`src/rtl/cu_sequencer.sv`:
```
// Control-unit sequencer: fetch / decode / execute FSM producing the 32-bit
// datapath control word for a small accumulator machine.
module cu_sequencer #(
  parameter int unsigned OP_W = 8
) (
  input  logic            clk,
  input  logic            rst,
  input  logic            start,
  input  logic [OP_W-1:0] opcode,
  input  logic            acc_neg,
  output logic [31:0]     control_signal,
  output logic            busy,
  output logic            halted
);

  typedef enum logic [3:0] {
    S_IDLE, S_F1, S_F2, S_F3, S_DEC, S_E1, S_E2, S_E3, S_E4, S_HALT
  } state_t;

  localparam logic [OP_W-1:0] OP_LOAD  = OP_W'(1);
  localparam logic [OP_W-1:0] OP_STORE = OP_W'(2);
  localparam logic [OP_W-1:0] OP_ADD   = OP_W'(3);
  localparam logic [OP_W-1:0] OP_SUB   = OP_W'(4);
  localparam logic [OP_W-1:0] OP_JMP   = OP_W'(5);
  localparam logic [OP_W-1:0] OP_JGEZ  = OP_W'(6);
  localparam logic [OP_W-1:0] OP_CLR   = OP_W'(7);
  localparam logic [OP_W-1:0] OP_HALT  = OP_W'(8);

  state_t          r_state;
  logic [OP_W-1:0] r_op_q;
  logic            r_take_q;

  always_ff @(posedge clk) begin
    if (!rst) begin
      r_state  <= S_IDLE;
      r_op_q   <= '0;
      r_take_q <= 1'b0;
    end else begin
      unique case (r_state)
        S_IDLE: if (start) r_state <= S_F1;
        S_F1:   r_state <= S_F2;
        S_F2:   r_state <= S_F3;
        S_F3:   r_state <= S_DEC;
        S_DEC: begin
          r_op_q   <= opcode;
          r_take_q <= ~acc_neg;
          if (opcode == OP_HALT)
            r_state <= S_HALT;
          else if (opcode >= OP_LOAD && opcode <= OP_CLR)
            r_state <= S_E1;
          else
            r_state <= S_F1;
        end
        // Execute length depends on the latched opcode only.
        S_E1:
          if (r_op_q == OP_LOAD || r_op_q == OP_STORE ||
              r_op_q == OP_ADD  || r_op_q == OP_SUB)
            r_state <= S_E2;
          else
            r_state <= S_F1;
        S_E2:
          if (r_op_q == OP_LOAD || r_op_q == OP_ADD || r_op_q == OP_SUB)
            r_state <= S_E3;
          else
            r_state <= S_F1;
        S_E3:
          if (r_op_q == OP_ADD || r_op_q == OP_SUB)
            r_state <= S_E4;
          else
            r_state <= S_F1;
        S_E4:   r_state <= S_F1;
        S_HALT: r_state <= S_HALT;
        default: r_state <= S_IDLE;
      endcase
    end
  end

  always_comb begin
    control_signal = '0;
    busy           = (r_state != S_IDLE) && (r_state != S_HALT);
    halted         = (r_state == S_HALT);
    unique case (r_state)
      S_F1: control_signal[0] = 1'b1;
      S_F2: control_signal[1] = 1'b1;
      S_F3: begin
        control_signal[2] = 1'b1;
        control_signal[3] = 1'b1;
      end
      S_E1: begin
        if (r_op_q == OP_LOAD || r_op_q == OP_STORE ||
            r_op_q == OP_ADD  || r_op_q == OP_SUB)
          control_signal[4] = 1'b1;
        if (r_op_q == OP_STORE) control_signal[6]  = 1'b1;
        if (r_op_q == OP_JMP)   control_signal[8]  = 1'b1;
        if (r_op_q == OP_JGEZ)  control_signal[8]  = r_take_q;
        if (r_op_q == OP_CLR)   control_signal[21] = 1'b1;
      end
      S_E2: begin
        if (r_op_q == OP_LOAD || r_op_q == OP_ADD || r_op_q == OP_SUB)
          control_signal[1] = 1'b1;
        if (r_op_q == OP_STORE) control_signal[7] = 1'b1;
      end
      S_E3: begin
        if (r_op_q == OP_LOAD) control_signal[11] = 1'b1;
        if (r_op_q == OP_ADD || r_op_q == OP_SUB) control_signal[5] = 1'b1;
      end
      S_E4: begin
        if (r_op_q == OP_ADD) control_signal[9]  = 1'b1;
        if (r_op_q == OP_SUB) control_signal[10] = 1'b1;
        if (r_op_q == OP_ADD || r_op_q == OP_SUB) control_signal[12] = 1'b1;
      end
      default: control_signal = '0;
    endcase
  end

endmodule

```
`config.mk`:
```
export PLATFORM = sky130hd
export DESIGN_NAME = cu_sequencer
export DESIGN_NICKNAME = d
export VERILOG_FILES = /design/src/rtl/cu_sequencer.sv
export SDC_FILE = /design/constraint.sdc
export NUM_CORES = 1
export LEC_CHECK = 0
export BUFFER_PORTS_ARGS = -buffer_cell sky130_fd_sc_hd__clkbuf_2
export CAP_MARGIN = 20
export CELL_PAD_IN_SITES_DETAIL_PLACEMENT = 1
export CELL_PAD_IN_SITES_GLOBAL_PLACEMENT = 1
export CORE_MARGIN = 4
export CORE_UTILIZATION = 34
export CTS_CLUSTER_SIZE = 20
export DETAILED_ROUTE_END_ITERATION = 10
export GPL_TIMING_DRIVEN = 1
export PLACE_DENSITY = 0.95
export SLEW_MARGIN = 20
export SYNTH_ARGS = -nofsm -noshare
export SYNTH_HDL_FRONTEND = slang
export SYNTH_SLANG_ARGS = --single-unit
```
`constraint.sdc`:
```
create_clock -name clk -period 2.6 [get_ports clk]
set_input_delay 0.13 -clock clk [delete_from_list [all_inputs] [get_ports clk]]
set_output_delay 0.13 -clock clk [all_outputs]
set_load 0.1 [all_outputs]
```
== Word level (Yosys, flattened, before mapping) ==
Index checks and enable logic that the tools add are counted.

* Register bits: 13
* Bits in latches: 0
* Memory bits (writable): 0
* Memory bits (read-only): 0
* Input port bits: 12
* Logic and storage cells: 64
* Memories: 0

* $add $sub $neg: 0
* $mul: 0
* Div/mod/pow operators: 0
* Order comparisons: 2
* Equality and inequality tests: 19
* Shifts and indexed selects: 0
* Multiplexer cells: 29
* Bitwise logic cells: 1
* Reduce and logical (&&, ||, !) cells: 10

{| class="wikitable"
|+ Operators by type and width
! cell !! count
|-
| $pmux W4 S10 || 1
|-
| $eq A8 B3 Y1 const B || 4
|-
| $mux W1 || 19
|-
| $eq A4 B3 Y1 const B || 4
|-
| $eq A8 B2 Y1 const B || 2
|-
| $mux W4 || 3
|-
| $mux W3 || 3
|-
| $eq A4 B2 Y1 const B || 2
|-
| $eq A4 B4 Y1 const B || 2
|-
| $eq A8 B1 Y1 const B || 1
|-
| $eq A8 B4 Y1 const B || 1
|-
| $ge A8 B1 Y1 const B || 1
|-
| $le A8 B3 Y1 const B || 1
|-
| $logic_or A1 B1 Y1 || 6
|-
| $eq A4 B1 Y1 const B || 1
|-
| $logic_not A4 Y1 || 1
|-
| $mux W2 || 2
|-
| $ne A4 B4 Y1 const B || 1
|-
| $reduce_bool A4 Y1 || 1
|-
| $logic_and A1 B1 Y1 || 2
|-
| $ne A2 B2 Y1 const B || 1
|-
| $pmux W1 S2 || 1
|-
| $not A1 Y1 || 1
|}

== Logic depth before layout (Yosys ltp) ==
Gate-level depths: netlist of run 1.

* Depth in word-level cells: 6
* Depth in mapped cells: 6
* Depth with buffers taken out: 4

== Least setup slack after synthesis of run 1 ==
No wires, ideal clock.

* Kind: register to output
* From: register r_state[1]
* To: output control_signal[10]
* Data arrival time: 3909 ps
* Slack: -1439 ps
* Cell stages (with the launch flop): 5
* Cell sequence: dfxtp_1 -> buf_2 -> nor2_1 -> nand2_1 -> nor4b_1

* Cells in the longest elaborated chain, start to end: 2

{| class="wikitable"
|+ Ends and longest elaborated chain
! element !! RTL line !! source
|-
| start, declared || 29 || <nowiki>state_t r_state;</nowiki>
|-
| start signal, assigned || 35 || <nowiki>r_state <= S_IDLE;</nowiki>
|-
| start signal, assigned || 40 || <nowiki>S_IDLE: if (start) r_state <= S_F1;</nowiki>
|-
| start signal, assigned || 41 || <nowiki>S_F1: r_state <= S_F2;</nowiki>
|-
| $eq A4 B4 Y1 || 82 || <nowiki>unique case (r_state)</nowiki>
|-
| $mux W2 || 82 ||
|-
| end, declared || 11 || <nowiki>output logic [31:0] control_signal,</nowiki>
|}

Every way passes these cells.

== Worst setup path after layout of run 1 ==
* From: register r_state[0]
* To: output control_signal[5]

* Cells in the longest elaborated chain, start to end: 2

{| class="wikitable"
|+ Ends and longest elaborated chain
! element !! RTL line
|-
| $eq A4 B3 Y1 || 82
|-
| $mux W1 || 82
|}

Every way passes these cells.

==> results of run 1 <==
state kept, by name, summed over array words and instances (netlist names):
| name | count |
|---|---|
| r_op_q | 8 |
| r_take_q | 1 |
| r_state | 4 |
critical path, stage by stage (launching register included):
cell and delay [ps]:
sky130_fd_sc_hd__dfxtp_1 570, sky130_fd_sc_hd__or2b_1 390, sky130_fd_sc_hd__or4_1 580, sky130_fd_sc_hd__inv_1 90
sky130_fd_sc_hd__clkbuf_2 450
power groups by stage:
stage / sequential [W] / combinational, W / clock, W
2_1_floorplan: 0.000210 / 0.000241 / 0
3_3_place_gp: 0.000219 / 0.000229 / 0
3_5_place_dp: 0.000221 / 0.000232 / 0
4_1_cts: 0.000216 / 0.000233 / 0.000126
5_1_grt: 0.000218 / 0.000242 / 0.000133
6_report: 0.000217 / 0.000233 / 0.000127
per-layer routing:
| layer | vias to the layer above | global-route usage | wire (um) |
|---|---|---|---|
| li1 | 471 | - | - |
| met1 | 456 | 0.158 | 1100 |
| met5 | - | 0 | 0 |
| met3 | 5 | 0.0180 | 156 |
| met4 | 0 | 0.0610 | 50 |
| met2 | 35 | 0.263 | 1450 |
layout make-up:
type                       instances  area (um2)
fill                             370        1650
multi-input combinational        107         648
sequential                        13         260
timing repair buffer              28         143
tap                               31        38.8
clock buffer                       4        26.3
inverter                           4        15.0
repair_timing:
item / CTS / global route
gates resized for setup: 0 / 2
setup endpoints to repair: 0 / 2
endpoints found under the hold margin: 0 / 0
cell usage in the layout, fill, tap and decap left out, drive strengths merged, types with 3 or more instances in the layout:
master,count
inv,4
dfxtp,13
a21oi,3
nor3,5
nor2,10
conb,18
nand2,23
nor4,4
buf,3
clkbuf,29
or4,5
a21boi,8
how the worst max path moves through the flow:
stage | slack, ps | cells after the start | from | end
2_1_floorplan | -80 | 4 | r_state[1] | control_signal[12]
3_3_place_gp | 440 | 4 | r_state[0] | control_signal[8]
4_1_cts | 80 | 4 | r_state[0] | control_signal[8]
6_report | 110 | 4 | r_state[0] | control_signal[5]
3_5_place_dp | 380 | 4 | r_state[0] | control_signal[8]
5_1_grt | 6 | 4 | r_state[0] | control_signal[8]
kinds of logic (layout without fill, tap and decap cells):
group                  count (synthesis)  after routing  share of synthesized area
AO/OA/AOI/OAI                         24             24                      0.178
other                                  1             18                    0.00373
AND/OR/NAND/NOR                       63             63                      0.336
XOR/XNOR                               2              2                     0.0174
buffers and inverters                 31             36                      0.205
flip-flops                            13             13                      0.259
per-stage QoR:
step	setup WS (ps)	cell area [um2]	cells	TNS, ps
2_1_floorplan	-84.1	1110	151	-399
3_3_place_gp	444	1100	183	0
3_5_place_dp	380	1100	183	0
4_1_cts	83.5	1130	187	0
5_1_grt	5.85	1130	187	0
6_report	109	1130	187	0
==> results_tabular.tex, run 1 <==
\begin{tabular}{lr}
\hline
Metric & Value \\
\hline
\multicolumn{2}{l}{\textbf{Outcome}} \\
Outcome & finished, final reports clean \\
\multicolumn{2}{l}{\textbf{Pwr}} \\
Combinational Power Share & 0.404 \\
Portion of total power attributed to sequential cells & 0.376 \\
Static Leak & between 0.4 and 0.5 nW \\
Power per cell area & 509 nW/um2 \\
Switching Power & 0.000283 W \\
Clock share of power & 0.220 \\
Post-layout total power & around 0.00058 W \\
Cell internal power dissipation & 0.000293 W \\
Worst ir drop on vdd & roughly 0.00031 V \\
Switching share of power & 0.492 \\
\multicolumn{2}{l}{\textbf{Setup path}} \\
Crit path required time & roughly 2500 ps \\
Launch point of the worst reg-to-reg path & r\_state[0] \\
Arr. time, crit path & 2360 ps \\
Crit end category & primary output \\
Worst-case register-to-register setup slack & 840 ps \\
Crit Path Max Fanout & 11 \\
Kind of critical path & register to primary output \\
R2r worst-path depth & 3 \\
Worst Setup Start Kind & register \\
R2R Path End & r\_state[3] \\
\multicolumn{2}{l}{\textbf{STA}} \\
Max\_slew headroom & 0.595 \\
Tightest Pin Transition & 604 ps \\
Worst hold slack & 88.9 ps \\
Final Setup Violations & 0 \\
Unrepaired setup endpoints after global routing & no \\
Final period demand of the worst path & 2490 ps \\
Part of the cycle the worst path needs & 0.958 \\
Pins over their slew limit & 0 \\
Worst clock skew on the final layout & around 6.5 ps \\
Final count of hold timing violations & 0 \\
Maximum clock rate & between 0.4 and 0.5 GHz \\
\multicolumn{2}{l}{\textbf{Synth}} \\
Register bit total from synthesis & 13 \\
Fraction of registers with async set/reset & 0 \\
Top area cells in the synthesized netlist & sky130\_fd\_sc\_hd\_\_dfxtp\_1 26\%, sky130\_fd\_sc\_hd\_\_buf\_4 14\%, sky130\_fd\_sc\_hd\_\_nand2\_1 8.6\%, sky130\_fd\_sc\_hd\_\_a21boi\_0 6.0\%, sky130\_fd\_sc\_hd\_\_nor2\_1 3.7\% \\
Seq/Total Area, Yosys & 0.259 \\
Cell types with the highest counts after synthesis & 23 x sky130\_fd\_sc\_hd\_\_nand2\_1, 19 x sky130\_fd\_sc\_hd\_\_buf\_4, 13 x sky130\_fd\_sc\_hd\_\_dfxtp\_1, 10 x sky130\_fd\_sc\_hd\_\_nor2\_1, 8 x sky130\_fd\_sc\_hd\_\_a21boi\_0 \\
Yosys synthesis warning count & 0 \\
Share of Yosys cell area claimed by the top area cell type & 0.259 \\
Library cell occupying the most area in the post-synthesis netlist & sky130\_fd\_sc\_hd\_\_dfxtp\_1 \\
Main synth FF type & sky130\_fd\_sc\_hd\_\_dfxtp\_1 \\
Number of distinct library cell variants in the gate-level netlist after synthesis & 37 \\
Syn Inst Count & $\sim$130 \\
Post-synth design cell area & 1000 um2 \\
Average instance area after synthesis & approximately 7.5 um2 \\
Most numerous cell in the Yosys netlist & sky130\_fd\_sc\_hd\_\_nand2\_1 \\
Number of enable-type register cells in the synthesized netlist & 0 \\
\multicolumn{2}{l}{\textbf{Floorplan}} \\
Core region area & around 2800 um2 \\
Area of the die & 3890 um2 \\
Starting density of the core & 0.361 \\
Floorplan die width & 62.4 um \\
Count of standard-cell rows & 19 \\
Die extent in y & 62.4 um \\
Number of I/O pins & 46 \\
\multicolumn{2}{l}{\textbf{CTS}} \\
Clock tree from TritonCTS & yes \\
Number of sinks handled by clock tree synthesis & 13 \\
Number of buffers added by the clock tree synthesis step & 3 \\
Clk Latency, worst-skew pair & 280 ps \\
Post-CTS setup-driven buffer insertion count & 0 \\
Post-cts hold buffer count & 0 \\
Clock root buffer master & sky130\_fd\_sc\_hd\_\_clkbuf\_4 \\
CTS HTree Levels & 1 \\
Max clock buf depth & 2 \\
Post-CTS clock slew at the launch and capture registers of the worst setup and hold paths & 80 ps \\
\multicolumn{2}{l}{\textbf{Placement}} \\
Weighted congestion reported at the end of routability-driven placement & 0.953 \\
Input/output buffers & 27 \\
Half-perimeter wire length after detailed placement & $\sim$2300 um \\
\multicolumn{2}{l}{\textbf{Final layout}} \\
Relative area change from synthesis to final layout & 12.6\% \\
Proportion of layout cells with a drive suffix above 1 & 0.282 \\
Final-stage net count & between 150 and 200 \\
Final core area utilization & 0.407 \\
Number of antenna repair diodes & 0 \\
\multicolumn{2}{l}{\textbf{Global routing}} \\
Number of global-route vias before repair & 1043 \\
Number of antenna violations at the first check in global routing & 0 \\
Overflow left after global routing & 0 \\
Largest net degree at the start of global routing & 13 \\
All-Layer GR Usage & 0.141 \\
Wire length of the first global-routing pass & around 4600 um \\
\multicolumn{2}{l}{\textbf{Hold path}} \\
Worst min-delay path category & primary input to register \\
Hold path startpoint & opcode[1] \\
Endpoint, Worst Hold & r\_op\_q[1] \\
Instance count along the most critical hold path & 3 \\
\multicolumn{2}{l}{\textbf{Route}} \\
DRT iter0 DRCs & 45 \\
First-pass iteration count of the detailed router & 4 \\
Number of routed nets with antenna violations & 0 \\
DR DRC count & 0 \\
Routed wire length & 2760 um \\
Detailed-route vias per instance & 5.17 \\
Routed via count & 967 \\
Wire length per cell & between 10 and 15 um \\
\multicolumn{2}{l}{\textbf{Flow run}} \\
Number of violations of the max-capacitance limit & 0 \\
\hline
\end{tabular}
(Power assumes the default switching activity.)
==> run 2, diff against run 1 <==
--- a/config.mk
+++ b/config.mk
@@ -5,16 +5,18 @@
 export SDC_FILE = /design/constraint.sdc
 export NUM_CORES = 1
 export LEC_CHECK = 0
+export ABC_AREA = 1
 export BUFFER_PORTS_ARGS = -buffer_cell sky130_fd_sc_hd__clkbuf_2
 export CAP_MARGIN = 20
 export CELL_PAD_IN_SITES_DETAIL_PLACEMENT = 1
 export CELL_PAD_IN_SITES_GLOBAL_PLACEMENT = 1
 export CORE_MARGIN = 4
-export CORE_UTILIZATION = 34
+export CORE_UTILIZATION = 32
 export CTS_CLUSTER_SIZE = 20
 export DETAILED_ROUTE_END_ITERATION = 10
 export GPL_TIMING_DRIVEN = 1
 export PLACE_DENSITY = 0.95
+export SETUP_SLACK_MARGIN = 0.5
 export SLEW_MARGIN = 20
 export SYNTH_ARGS = -nofsm -noshare
 export SYNTH_HDL_FRONTEND = slang
==> results_tabular.tex, run 2 <==
\begin{tabular}{lr}
\hline
Metric & Value \\
\hline
\multicolumn{2}{l}{\textbf{Global routing}} \\
Number of antenna violations at the first check in global routing & 0 (unchanged) \\
Most crowded layer after global routing & met2 (unchanged) \\
Overflow left after global routing & 0 (unchanged) \\
Number of global-route vias before repair & 942 (was 1043) \\
GRT met3 Usage & 0.0144 (was 0.0180) \\
All-Layer GR Usage & 0.131 (was 0.141) \\
Met2 Use GR & 0.205 (was 0.263) \\
Largest net degree at the start of global routing & 12 (was 13) \\
Wire length of the first global-routing pass & 4220 um (was 4620 um) \\
Global routing met1 resource utilization & 0.175 (was 0.158) \\
\multicolumn{2}{l}{\textbf{Synth}} \\
Number of distinct library cell variants in the gate-level netlist after synthesis & 22 (was 37) \\
Average instance area after synthesis & 6.40 um2 (was 7.50 um2) \\
Seq/Total Area, Yosys & 0.273 (was 0.259) \\
Fraction of registers with async set/reset & 0 (unchanged) \\
Main synth FF type & sky130\_fd\_sc\_hd\_\_dfxtp\_1 (unchanged) \\
Yosys synthesis warning count & 0 (unchanged) \\
Most numerous cell in the Yosys netlist & sky130\_fd\_sc\_hd\_\_nand2\_1 (unchanged) \\
Syn Inst Count & 149 (was 134) \\
Top area cells in the synthesized netlist & sky130\_fd\_sc\_hd\_\_dfxtp\_1 27\%, sky130\_fd\_sc\_hd\_\_buf\_4 15\%, sky130\_fd\_sc\_hd\_\_nand2\_1 8.3\%, sky130\_fd\_sc\_hd\_\_inv\_1 7.9\%, sky130\_fd\_sc\_hd\_\_nor2\_1 7.5\% (was sky130\_fd\_sc\_hd\_\_dfxtp\_1 26\%, sky130\_fd\_sc\_hd\_\_buf\_4 14\%, sky130\_fd\_sc\_hd\_\_nand2\_1 8.6\%, sky130\_fd\_sc\_hd\_\_a21boi\_0 6.0\%, sky130\_fd\_sc\_hd\_\_nor2\_1 3.7\%) \\
Cell types with the highest counts after synthesis & 21 x sky130\_fd\_sc\_hd\_\_nand2\_1, 20 x sky130\_fd\_sc\_hd\_\_inv\_1, 19 x sky130\_fd\_sc\_hd\_\_buf\_4, 19 x sky130\_fd\_sc\_hd\_\_nor2\_1, 14 x sky130\_fd\_sc\_hd\_\_a21oi\_1 (was 23 x sky130\_fd\_sc\_hd\_\_nand2\_1, 19 x sky130\_fd\_sc\_hd\_\_buf\_4, 13 x sky130\_fd\_sc\_hd\_\_dfxtp\_1, 10 x sky130\_fd\_sc\_hd\_\_nor2\_1, 8 x sky130\_fd\_sc\_hd\_\_a21boi\_0) \\
Share of Yosys cell area claimed by the top area cell type & 0.273 (was 0.259) \\
Post-synth design cell area & 953 um2 (was 1000 um2) \\
Library cell occupying the most area in the post-synthesis netlist & sky130\_fd\_sc\_hd\_\_dfxtp\_1 (unchanged) \\
Number of enable-type register cells in the synthesized netlist & 0 (unchanged) \\
Register bit total from synthesis & 13 (unchanged) \\
\multicolumn{2}{l}{\textbf{Pwr}} \\
Worst ir drop on vdd & 0.000214 V (was 0.000312 V) \\
Static Leak & 0.577 nW (was 0.459 nW) \\
Power per cell area & 522 nW/um2 (was 509 nW/um2) \\
\multicolumn{2}{l}{\textbf{STA}} \\
Tightest Pin Transition & 544 ps (was 604 ps) \\
Total negative slack & 0 ps (unchanged) \\
Maximum clock rate & 0.506 GHz (was 0.401 GHz) \\
Part of the cycle the worst path needs & 0.759 (was 0.958) \\
Max\_slew headroom & 0.639 (was 0.595) \\
Final count of hold timing violations & 0 (unchanged) \\
Final Worst Setup Slack & 625 ps (was 109 ps) \\
Final period demand of the worst path & 1970 ps (was 2490 ps) \\
Pins over their slew limit & 0 (unchanged) \\
Unrepaired setup endpoints after global routing & no (unchanged) \\
Worst clock skew on the final layout & 1.43 ps (was 6.54 ps) \\
Final Setup Violations & 0 (unchanged) \\
\multicolumn{2}{l}{\textbf{Route}} \\
Number of routed nets with antenna violations & 0 (unchanged) \\
Wire length per cell & 12.1 um (was 14.8 um) \\
Routed via count & 963 (was 967) \\
DR DRC count & 0 (unchanged) \\
DRT iter0 DRCs & 42 (was 45) \\
Detailed-route vias per instance & 4.65 (was 5.17) \\
Routed wire length & 2500 um (was 2760 um) \\
First-pass iteration count of the detailed router & 4 (unchanged) \\
\multicolumn{2}{l}{\textbf{Setup path}} \\
Worst path bufs/invs & 2 (unchanged) \\
Maximum cell stage delay along the critical path & 370 ps (was 580 ps) \\
Worst-case register-to-register setup slack & 1080 ps (was 840 ps) \\
Largest delay contributor family on the critical path & simple AND/OR/NAND/NOR gates (unchanged) \\
Worst-path cell chain & inv\_2 -> nand2\_1 -> nor2\_1 -> nand4\_1 -> a21oi\_2 -> buf\_6 (was or2b\_1 -> or4\_1 -> inv\_1 -> clkbuf\_2) \\
R2r worst-path depth & 7 (was 3) \\
Launch point of the worst reg-to-reg path & r\_state[2] (was r\_state[0]) \\
Kind of critical path & register to primary output (unchanged) \\
Crit path required time & 2470 ps (about the same) \\
Worst Setup Start Kind & register (unchanged) \\
R2R Path End & r\_op\_q[7] (was r\_state[3]) \\
Arr. time, crit path & 1840 ps (was 2360 ps) \\
Crit Path Max Fanout & 6 (was 11) \\
Slowest cell on the critical path & sky130\_fd\_sc\_hd\_\_dfxtp\_1 (was sky130\_fd\_sc\_hd\_\_or4\_1) \\
Crit end category & primary output (unchanged) \\
\multicolumn{2}{l}{\textbf{CTS}} \\
Post-CTS clock slew at the launch and capture registers of the worst setup and hold paths & 90 ps (was 80 ps) \\
Post-CTS setup-driven buffer insertion count & 0 (unchanged) \\
CTS HTree Levels & 1 (unchanged) \\
Number of buffers added by the clock tree synthesis step & 3 (unchanged) \\
Max clock buf depth & 2 (unchanged) \\
Clk Latency, worst-skew pair & 280 ps (about the same) \\
Clock tree from TritonCTS & yes (unchanged) \\
Clock root buffer master & sky130\_fd\_sc\_hd\_\_clkbuf\_4 (unchanged) \\
Number of sinks handled by clock tree synthesis & 13 (unchanged) \\
\multicolumn{2}{l}{\textbf{Floorplan}} \\
Starting density of the core & 0.340 (was 0.361) \\
Count of standard-cell rows & 19 (unchanged) \\
Die extent in y & 62.6 um (was 62.4 um) \\
Floorplan die width & 62.6 um (was 62.4 um) \\
Number of I/O pins & 46 (unchanged) \\
Area of the die & 3920 um2 (was 3890 um2) \\
Core region area & 2810 um2 (was 2780 um2) \\
\multicolumn{2}{l}{\textbf{Final layout}} \\
Max reg flops & 8 (unchanged) \\
Final-stage net count & 189 (was 169) \\
Filler-free cell count of the finished design & 207 (was 187) \\
Relative area change from synthesis to final layout & 20.2\% (was 12.6\%) \\
Largest Register & r\_op\_q (unchanged) \\
Number of antenna repair diodes & 0 (unchanged) \\
Proportion of layout cells with a drive suffix above 1 & 0.301 (was 0.282) \\
Top Registers & r\_op\_q x8, r\_state x4, r\_take\_q x1 (unchanged) \\
Highest-count cells in the layout ignoring fill and taps & 21 x sky130\_fd\_sc\_hd\_\_nand2\_1, 21 x sky130\_fd\_sc\_hd\_\_clkbuf\_2, 20 x sky130\_fd\_sc\_hd\_\_inv\_1 (was 25 x sky130\_fd\_sc\_hd\_\_clkbuf\_2, 23 x sky130\_fd\_sc\_hd\_\_nand2\_1, 18 x sky130\_fd\_sc\_hd\_\_conb\_1) \\
\multicolumn{2}{l}{\textbf{Flow run}} \\
Number of violations of the max-capacitance limit & 0 (unchanged) \\
\multicolumn{2}{l}{\textbf{Placement}} \\
Half-perimeter wire length after detailed placement & 2080 um (was 2260 um) \\
Pre-CTS WS & 758 ps (was 380 ps) \\
DP Cell Count & 203 (was 183) \\
Input/output buffers & 27 (unchanged) \\
Weighted congestion reported at the end of routability-driven placement & 0.764 (was 0.953) \\
\multicolumn{2}{l}{\textbf{Hold path}} \\
Instance count along the most critical hold path & 2 (was 3) \\
Endpoint, Worst Hold & r\_take\_q (was r\_op\_q[1]) \\
Worst min-delay path category & primary input to register (unchanged) \\
Hold path startpoint & acc\_neg (was opcode[1]) \\
\multicolumn{2}{l}{\textbf{Outcome}} \\
Outcome & finished, final reports clean (unchanged) \\
\hline
\end{tabular}
-- run 2: timing repair --
action	4_1_cts	5_1_grt
gates resized for setup	2	12
endpoints found under the setup margin	2	7
hold buffers	0	0
-- run 2: where the power goes --
| group | leakage [nW] | switching [W] | internal, W |
|---|---|---|---|
| combinational | 0.454 | 0.000223 | 0.0000307 |
| clock | 0.0177 | 0.0000737 | 0.0000571 |
| sequential | 0.105 | 0.00000839 | 0.000206 |
| total | 0.577 | 0.000305 | 0.000294 |
-- run 2: worst register-to-register path, stage by stage, from the launching register on --
cell and delay (ps):
sky130_fd_sc_hd__dfxtp_1 420, sky130_fd_sc_hd__inv_2 90, sky130_fd_sc_hd__nor2_4 110, sky130_fd_sc_hd__inv_2 90
sky130_fd_sc_hd__nor2_4 230, sky130_fd_sc_hd__inv_1 200, sky130_fd_sc_hd__o21ai_0 220, sky130_fd_sc_hd__a21oi_1 60
-- run 2: kinds of logic after synthesis --
group                  count (synthesis)  synth area share
other                                  1           0.00393
buffers and inverters                 45             0.260
AND/OR/NAND/NOR                       64             0.324
AO/OA/AOI/OAI                         26             0.139
flip-flops                            13             0.273
-- run 2: metrics by stage --
step                cell area, um2  hold WS (ps)  total power (W)   util
finish                        1150          7.93         0.000599  0.409
global route                  1150        0.0574         0.000628  0.409
CTS                           1130          4.93         0.000600  0.401
detailed placement            1090           310         0.000471  0.390
global placement              1090           311         0.000468  0.390
floorplan                     1080           220         0.000463      -
-- run 2: final cells by class --
class,instances,area (um2)
Inverter,24,90.1
Tap cell,31,38.8
Fill cell,402,1660
Sequential cell,13,260
Timing Repair Buffer,27,155
Clock buffer,3,22.5
Clock inverter,1,5.00
Multi-Input combinational cell,108,574
-- run 2: worst max-delay path by stage --
| stage | startpoint | endpoint | slack, ps | cells past startpoint |
|---|---|---|---|---|
| detailed placement | r_state[1] | control_signal[8] | 760 | 6 |
| floorplan | r_op_q[7] | control_signal[7] | 40 | 5 |
| global route | r_state[1] | control_signal[8] | 490 | 6 |
| CTS | r_op_q[7] | control_signal[5] | 510 | 8 |
| finish | r_state[1] | control_signal[8] | 630 | 6 |
| global placement | r_state[1] | control_signal[8] | 770 | 6 |
-- run 2: layer usage --
metal | up-vias | part of all wire
met5 | - | 0
li1 | 495 | -
met1 | 436 | 0.47
met2 | 28 | 0.47
met3 | 4 | 0.045
met4 | 0 | 0.015
